==> config.mk <==
export PLATFORM = sky130hd
export DESIGN_NAME = uart_rx
export DESIGN_NICKNAME = d
export VERILOG_FILES = /design/src/rtl/uart_rx.sv
export SDC_FILE = /design/constraint.sdc
export NUM_CORES = 1
export LEC_CHECK = 0
export ABC_AREA = 1
export ABC_CLOCK_PERIOD_IN_PS = 1620
export CAP_MARGIN = 40
export CELL_PAD_IN_SITES_DETAIL_PLACEMENT = 1
export CELL_PAD_IN_SITES_GLOBAL_PLACEMENT = 2
export CORE_ASPECT_RATIO = 1.25
export CORE_MARGIN = 2
export CORE_UTILIZATION = 34
export CTS_CLUSTER_DIAMETER = 80
export DETAILED_ROUTE_END_ITERATION = 10
export HOLD_SLACK_MARGIN = 0.05
export PLACE_DENSITY_LB_ADDON = 0.12
export RECOVER_POWER = 100
export SETUP_SLACK_MARGIN = 0.02
export SKIP_CTS_REPAIR_TIMING = 1
export SLEW_MARGIN = 20
export SYNTH_ARGS = -nofsm -noshare
export SYNTH_HDL_FRONTEND = slang
export SYNTH_SLANG_ARGS = --single-unit
==> constraint.sdc <==
create_clock -name clk -period 1.62 [get_ports clk]
set_clock_uncertainty 0.15 [all_clocks]
set_input_delay 0.405 -clock clk [delete_from_list [all_inputs] [get_ports clk]]
set_output_delay 0.405 -clock clk [all_outputs]
set_load 0.05 [all_outputs]
==> src/rtl/uart_rx.sv <==
// UART receiver: 2-flop synchroniser, 16x oversampled start validation, LSB-first deserialise, stop/parity check.
// Latency: pulse one clk after the mid-stop-bit tick; no backpressure, consumer must take rx_data on rx_valid.
// Optional parity bit enabled by defining UART_RX_PARITY_EN.
module uart_rx #(
  parameter int DATA_BITS  = 8,
  parameter int SAMPLE     = 16,
  parameter int PARITY_ODD = 0
) (
  input  logic                 clk,
  input  logic                 reset_n,
  input  logic                 en_sample,
  input  logic                 rx,
  output logic [DATA_BITS-1:0] rx_data,
  output logic                 rx_valid,
  output logic                 frame_err,
  output logic                 parity_err,
  output logic                 rx_busy
);

  localparam int CW = $clog2(SAMPLE);
  localparam int IW = $clog2(DATA_BITS + 1);
  localparam logic [CW-1:0] HALF_CNT = CW'(SAMPLE / 2 - 1);
  localparam logic [CW-1:0] FULL_CNT = CW'(SAMPLE - 1);
  localparam logic [IW-1:0] LAST_IDX = IW'(DATA_BITS - 1);

  if (DATA_BITS < 5 || DATA_BITS > 9 || SAMPLE < 4 || (SAMPLE % 2) != 0 ||
      PARITY_ODD < 0 || PARITY_ODD > 1) begin : g_bad_cfg
    $error("uart_rx: illegal parameter set");
  end

`ifdef UART_RX_PARITY_EN
  typedef enum logic [2:0] {IDLE, START, DATA, PARITY, STOP} state_t;
`else
  typedef enum logic [2:0] {IDLE, START, DATA, STOP} state_t;
`endif

  state_t               state;
  logic [CW-1:0]        cnt;
  logic [IW-1:0]        idx;
  logic [DATA_BITS-1:0] shift;
  logic                 rx_meta;
  logic                 rx_s;

  always_ff @(posedge clk or negedge reset_n) begin
    if (!reset_n) begin
      rx_meta <= 1'b1;
      rx_s    <= 1'b1;
    end else begin
      rx_meta <= rx;
      rx_s    <= rx_meta;
    end
  end

`ifdef UART_RX_PARITY_EN
  logic par_bit;
  logic par_bad;
  assign par_bad = ((^shift) ^ par_bit) != PARITY_ODD[0];
`else
  assign parity_err = 1'b0;
`endif

  always_ff @(posedge clk or negedge reset_n) begin
    if (!reset_n) begin
      state     <= IDLE;
      cnt       <= '0;
      idx       <= '0;
      shift     <= '0;
      rx_data   <= '0;
      rx_valid  <= 1'b0;
      frame_err <= 1'b0;
      rx_busy   <= 1'b0;
`ifdef UART_RX_PARITY_EN
      par_bit    <= 1'b0;
      parity_err <= 1'b0;
`endif
    end else begin
      // Pulses last one clk regardless of the tick rate.
      rx_valid  <= 1'b0;
      frame_err <= 1'b0;
`ifdef UART_RX_PARITY_EN
      parity_err <= 1'b0;
`endif
      if (en_sample) begin
        case (state)
          IDLE: begin
            if (!rx_s) begin
              state   <= START;
              cnt     <= '0;
              rx_busy <= 1'b1;
            end
          end
          START: begin
            if (cnt == HALF_CNT) begin
              if (rx_s) begin
                state   <= IDLE;
                rx_busy <= 1'b0;
              end else begin
                state <= DATA;
                cnt   <= '0;
                idx   <= '0;
              end
            end else begin
              cnt <= cnt + 1'b1;
            end
          end
          DATA: begin
            if (cnt == FULL_CNT) begin
              shift <= {rx_s, shift[DATA_BITS-1:1]};
              cnt   <= '0;
              idx   <= idx + 1'b1;
              if (idx == LAST_IDX) begin
`ifdef UART_RX_PARITY_EN
                state <= PARITY;
`else
                state <= STOP;
`endif
              end
            end else begin
              cnt <= cnt + 1'b1;
            end
          end
`ifdef UART_RX_PARITY_EN
          PARITY: begin
            if (cnt == FULL_CNT) begin
              par_bit <= rx_s;
              cnt     <= '0;
              state   <= STOP;
            end else begin
              cnt <= cnt + 1'b1;
            end
          end
`endif
          STOP: begin
            if (cnt == FULL_CNT) begin
              // Leave at mid stop bit so an immediately following start edge is caught.
              state   <= IDLE;
              cnt     <= '0;
              rx_busy <= 1'b0;
              if (!rx_s) frame_err <= 1'b1;
`ifdef UART_RX_PARITY_EN
              if (par_bad) parity_err <= 1'b1;
              if (rx_s && !par_bad) begin
`else
              if (rx_s) begin
`endif
                rx_data  <= shift;
                rx_valid <= 1'b1;
              end
            end else begin
              cnt <= cnt + 1'b1;
            end
          end
          default: begin
            state   <= IDLE;
            rx_busy <= 1'b0;
          end
        endcase
      end
    end
  end

endmodule

==> flow_summary.ini, run 1 <==
[sta]
period_share = 0.964
hold_viol_final = 0
hold_slack_ps = 207
period_minus_slack_ps = 1560
final.setup.tns_ps = 0
setup_violations = 0
tightest_slew_ps = 787
fmax_mhz = 641
report.final.slew_viol_count = 0
slew_headroom = 0.476
rsz0062_at_grt = yes

[place]
portBuffers = 14
place.gp.congestion = 0.778
hpwl_um = 2630
place_area_um2 = 1950

[power_and_ir_drop]
p_per_area_nw_per_um2 = 1170
p_seq_frac = 0.409
power_mw = 2.44
p_clk_frac = 0.245
ir_drop_uv = 437
p_leak_nw = 0.999
intPower_mw = 1.51
p_sw_uw = 935
combPwrFrac = 0.346
p_sw_frac = 0.383

[synthesis]
synth_area_um2 = 1530
syn-num-nets = 174
synth-seq-cells = 31
synth_mux_area_frac = 0
synth_top_family_by_area = simple AND/OR/NAND/NOR gates
syn_inst = 168
seq_area_frac_synth = 0.510
avgSynthCellArea_um2 = 9.09
synth_simple_gate_area_frac = 0.258
synth-compound-area-share = 0.130
synthAdderAreaFrac = 0.0164
synth-xor-area-share = 0.0115
synth_cell_types = 30
yosys_warnings = 0

[global_routing]
grt_max_degree = 32
grt_pass1_vias = 1360
grt_overflow_total = 0
grt_pass1_wl_um = 6300
antenna_found_initial = 0
grt.total_usage = 0.161

[setup_path]
required_ps = 1680
cp-start-kind = register
critPathSlowestCell = dfrtp_1
reg2reg_from = cnt[1]
critPathArrivalTime_ps = 1620
crit_path_frequent_cell = nand3_4
critPathCapture = shift[7]
r2r-end = shift[7]
max_stage_delay_ps = 390
worstSetupStartpoint = cnt[1]
path_max_fanout = 7
path_class = reg2reg
reg2reg_depth = 7
rrSetupSlack_ps = 60
cp-end-kind = register
crit_chain = ha_4 > nand3_4 > inv_4 > buf_4 > nand3_4 > clkbuf_16 > a21oi_2

[detailed_routing]
drt_pass1_iterations = 2
wl_um = 3620
via_count = 1215
wl_per_cell_um = 13.9
viasPerCell = 4.66
antenna_left = 0
drt_iter0_markers = 49
drc = 0

[min_path]
hp-class = reg2reg

[cts]
cts-root-buf = clkbuf_8
cts_buffers = 5
clk_pin_slew_ps = 70
clk_latency_ps = 280
cts_sinks = 31
h-tree-depth = 2
cts_tree = yes
cts_buffer_depth = 2

[layout]
stdcell_area_um2 = 2090
diodes = 0
nets = 208
synthToLayoutAreaGrowth_pct = 37.2
fillerInstances = 511
final_layout_size_suffix_gt1_frac = 0.394

[floorplanning]
die_h_um = 78.9
start_util = 0.350
die_w_um = 63.9
core-area_um2 = 4360
num_rows = 27
io_pins = 16
die-area_um2 = 5050

[flow_run]
drv_cap = 0

[outcome]
status = completed
-- metal layers --
layer  part of all wire  global-route usage  vias to the layer above
met4              0.019              0.0717                        0
li1                   -                   -                      598
met5                  0                   0                        -
met1               0.41               0.178                      599
met3              0.024              0.0397                        5
met2               0.54               0.290                       13
-- state kept, by name, indices dropped and copies added, names as in the netlist --
register,flops
frame_err,1
idx,4
rx_meta,1
cnt,4
rx_valid,1
rx_busy,1
state,2
rx_data,8
rx_s,1
shift,8
-- synthesized netlist by cell type (all sizes together) --
library cell | n | area, um^2
clkinv | 1 | 5.00
a21oi | 2 | 13.8
buf | 4 | 35.0
nand2 | 53 | 209
nand4 | 2 | 27.5
dfstp | 2 | 52.6
ha | 2 | 25.0
conb | 1 | 3.75
inv | 18 | 70.1
nor2 | 15 | 71.3
dfrtp | 29 | 726
nor3b | 1 | 7.51
nand3 | 11 | 72.6
o21ai | 24 | 184
nor4 | 1 | 6.26
xor2 | 2 | 17.5
-- worst max-delay path: cells and delay by family (launching register included) --
family                     cells  cell delay [ps]
and+or+nand+nor                2              210
buffers and inverters          3              420
AOI/OAI and AO/OA              1              130
DFF                            1              390
adders and majority gates      1              200
-- layout by cell type (no fill, tap or decap), types with 3 or more instances in the layout --
master and n:
o21ai_2 15, clkbuf_2 4, nand3_1 8, o21ai_0 3, nand3_4 3, buf_12 10
clkbuf_8 5, o21ai_1 5, buf_4 13, dfrtp_1 27, nand2_1 42, inv_1 15
nand2_2 9, nor2_1 11
-- power groups by stage --
stage                     Combinational, mW  Clock (mW)  Sequential (mW)
after floorplan                       0.437           0             1.00
after CTS                             0.763       0.626            0.974
after global routing                  0.955       0.652             1.02
after global placement                0.730           0            0.982
after detailed placement              0.761           0            0.988
final                                 0.844       0.598            0.999
-- layout make-up --
type,count,area (um^2),share of cell area
flip-flops and latches,31,781,0.373
multi-input cells,114,707,0.338
repair buffers,31,373,0.178
inverters,19,76.3,0.0364
clock buffers,6,72.6,0.0346
well taps,58,72.6,0.0346
clock inverters,2,12.5,0.00597
-- through the flow --
| stage | util | setup WS [ps] | cells |
|---|---|---|---|
| after CTS | 0.467 | -76.5 | 257 |
| after global routing | 0.481 | -7.65 | 261 |
| after global placement | 0.447 | -172 | 249 |
| after floorplan | - | 141 | 168 |
| final | 0.481 | 59.0 | 261 |
| after detailed placement | 0.447 | -227 | 249 |
-- worst min-delay path by stage --
stage	from	to	slack (ps)	depth (start not counted)
6_report	rx_meta	rx_s	210	0
3_5_place_dp	rx_meta	rx_s	200	0
5_1_grt	rx_meta	rx_s	210	0
2_1_floorplan	reset_n	cnt[0]	-40	0
3_3_place_gp	rx_meta	rx_s	200	0
4_1_cts	rx_meta	rx_s	210	0
-- kinds of logic after synthesis --
group | after synthesis
flops | 31
compound gates | 26
other cells | 1
simple gates | 83
fa+ha+maj | 2
xor+xnor | 2
buf+inv | 23
No activity file was read; power rests on OpenSTA's default activity.
==> run 2, diff against run 1 <==
- RECOVER_POWER: 100 -> 25
==> run 2 against run 1 <==
- wire length shrank 0.28%
- via count stayed put
- clock power is essentially flat
- combinational power barely moved
- design area is 2.2% higher
- sequential cell count unchanged
- setup slack worse by 4.8 ps
- power grew 0.10%
- non-clock buffer count unchanged
- hold slack barely moved
- global-route usage unchanged
- clock-buffer cell count stayed put
==> flow_summary.ini, run 2 (same netlist as run 1, synthesis figures left out) <==
[cts]
h-tree-depth = 2
cts_tree = yes
cts_buffers = 5
cts_sinks = 31
cts-root-buf = clkbuf_8
clk_pin_slew_ps = 70
cts_buffer_depth = 2
clk_latency_ps = 280

[setup_path]
path_max_fanout = 7
cp-start-kind = register
crit_chain = ha_4 > nand3_4 > inv_4 > buf_4 > nand3_4 > clkbuf_16 > a21oi_2
critPathArrivalTime_ps = 1630
crit_path_frequent_cell = nand3_4
cp-end-kind = register
max_stage_delay_ps = 390
critPathSlowestCell = dfrtp_1
path_class = reg2reg
required_ps = 1680

[flow_run]
drv_cap = 0

[layout]
final_layout_size_suffix_gt1_frac = 0.394
mostFrequentLayoutCell = nand2_1
synthToLayoutAreaGrowth_pct = 40.2
layout_common_cells = nand2_1, dfrtp_1, inv_1, o21ai_2
stdcell_count = 261
diodes = 0
largestRegisters = rx_data (8), shift (8)
final_core_util = 0.491
stdcell_area_um2 = 2140
nets = 208

[sta]
period_share = 0.967
setup_violations = 0
finalWorstSetupSlack_ps = 54.2
rsz0062_at_grt = yes
period_minus_slack_ps = 1570
fmax_mhz = 639
final.setup.tns_ps = 0
slew_headroom = 0.476
hold_slack_ps = 207
tightest_slew_ps = 787
report.final.slew_viol_count = 0
hold_viol_final = 0

[global_routing]
grt_overflow_total = 0
grt_max_degree = 32
grt.total_usage = 0.161
grt-busiest-layer = met2
antenna_found_initial = 0
grt_pass1_vias = 1360
gr-usage-met3 = 0.0397
met1_usage = 0.178
grt_pass1_wl_um = 6300
gr-usage-met2 = 0.290

[place]
dpl_worst_slack_ps = -227
portBuffers = 14
dpl.cell_count = 249
hpwl_um = 2630
place_area_um2 = 1950
place.gp.congestion = 0.778

[power_and_ir_drop]
p_leak_nw = 1.01
power_mw = 2.44
p_per_area_nw_per_um2 = 1140
ir_drop_uv = 439

[outcome]
status = completed

[floorplanning]
start_util = 0.350
die-area_um2 = 5050
core-area_um2 = 4360
die_w_um = 63.9
num_rows = 27
io_pins = 16
die_h_um = 78.9

[detailed_routing]
drt_pass1_iterations = 3
via_count = 1215
viasPerCell = 4.66
wl_um = 3610
wl_per_cell_um = 13.8
drc = 0
drt_iter0_markers = 50
antenna_left = 0

[min_path]
hp-class = reg2reg
==> run 2: cell type report <==
cell class | instances | area, um^2
Clock buffer | 6 | 72.6
Clock inverter | 2 | 12.5
Fill cell | 506 | 2220
Inverter | 19 | 76.3
Multi-Input combinational cell | 114 | 707
Sequential cell | 31 | 781
Tap cell | 58 | 72.6
Timing Repair Buffer | 31 | 418
==> run 2: critical path, delay by kind of cell, from the launching register on <==
family / cells / cell delay, ps
buf+inv: 3 / 420
flops: 1 / 390
fa+ha+maj: 1 / 210
simple gates: 2 / 210
compound gates: 1 / 130
==> run 2: layer usage <==
layer	routed length [um]	part of all wire
met1	1490	0.41
met2	1970	0.54
met3	91	0.025
met4	69	0.019
met5	0	0
==> run 2: path summary, 6_finish.rpt <==
kind | from | end | slack (ps) | depth (start not counted)
setup / recovery | cnt[1] | shift[7] | 50 | 7
hold / removal | rx_meta | rx_s | 210 | 0
setup reg to reg | cnt[1] | shift[7] | 50 | 7
hold reg to reg | rx_meta | rx_s | 210 | 0
max in group asynchronous | reset_n | state[1] | 190 | 2
min in group asynchronous | reset_n | frame_err | 580 | 2
==> run 2: power breakdown <==
| group | switching (mW) | leakage, nW | total (mW) | internal (mW) |
|---|---|---|---|---|
| Sequential | 0.134 | 0.410 | 0.999 | 0.865 |
| Clock | 0.300 | 0.0412 | 0.600 | 0.300 |
| Combinational | 0.503 | 0.559 | 0.843 | 0.340 |
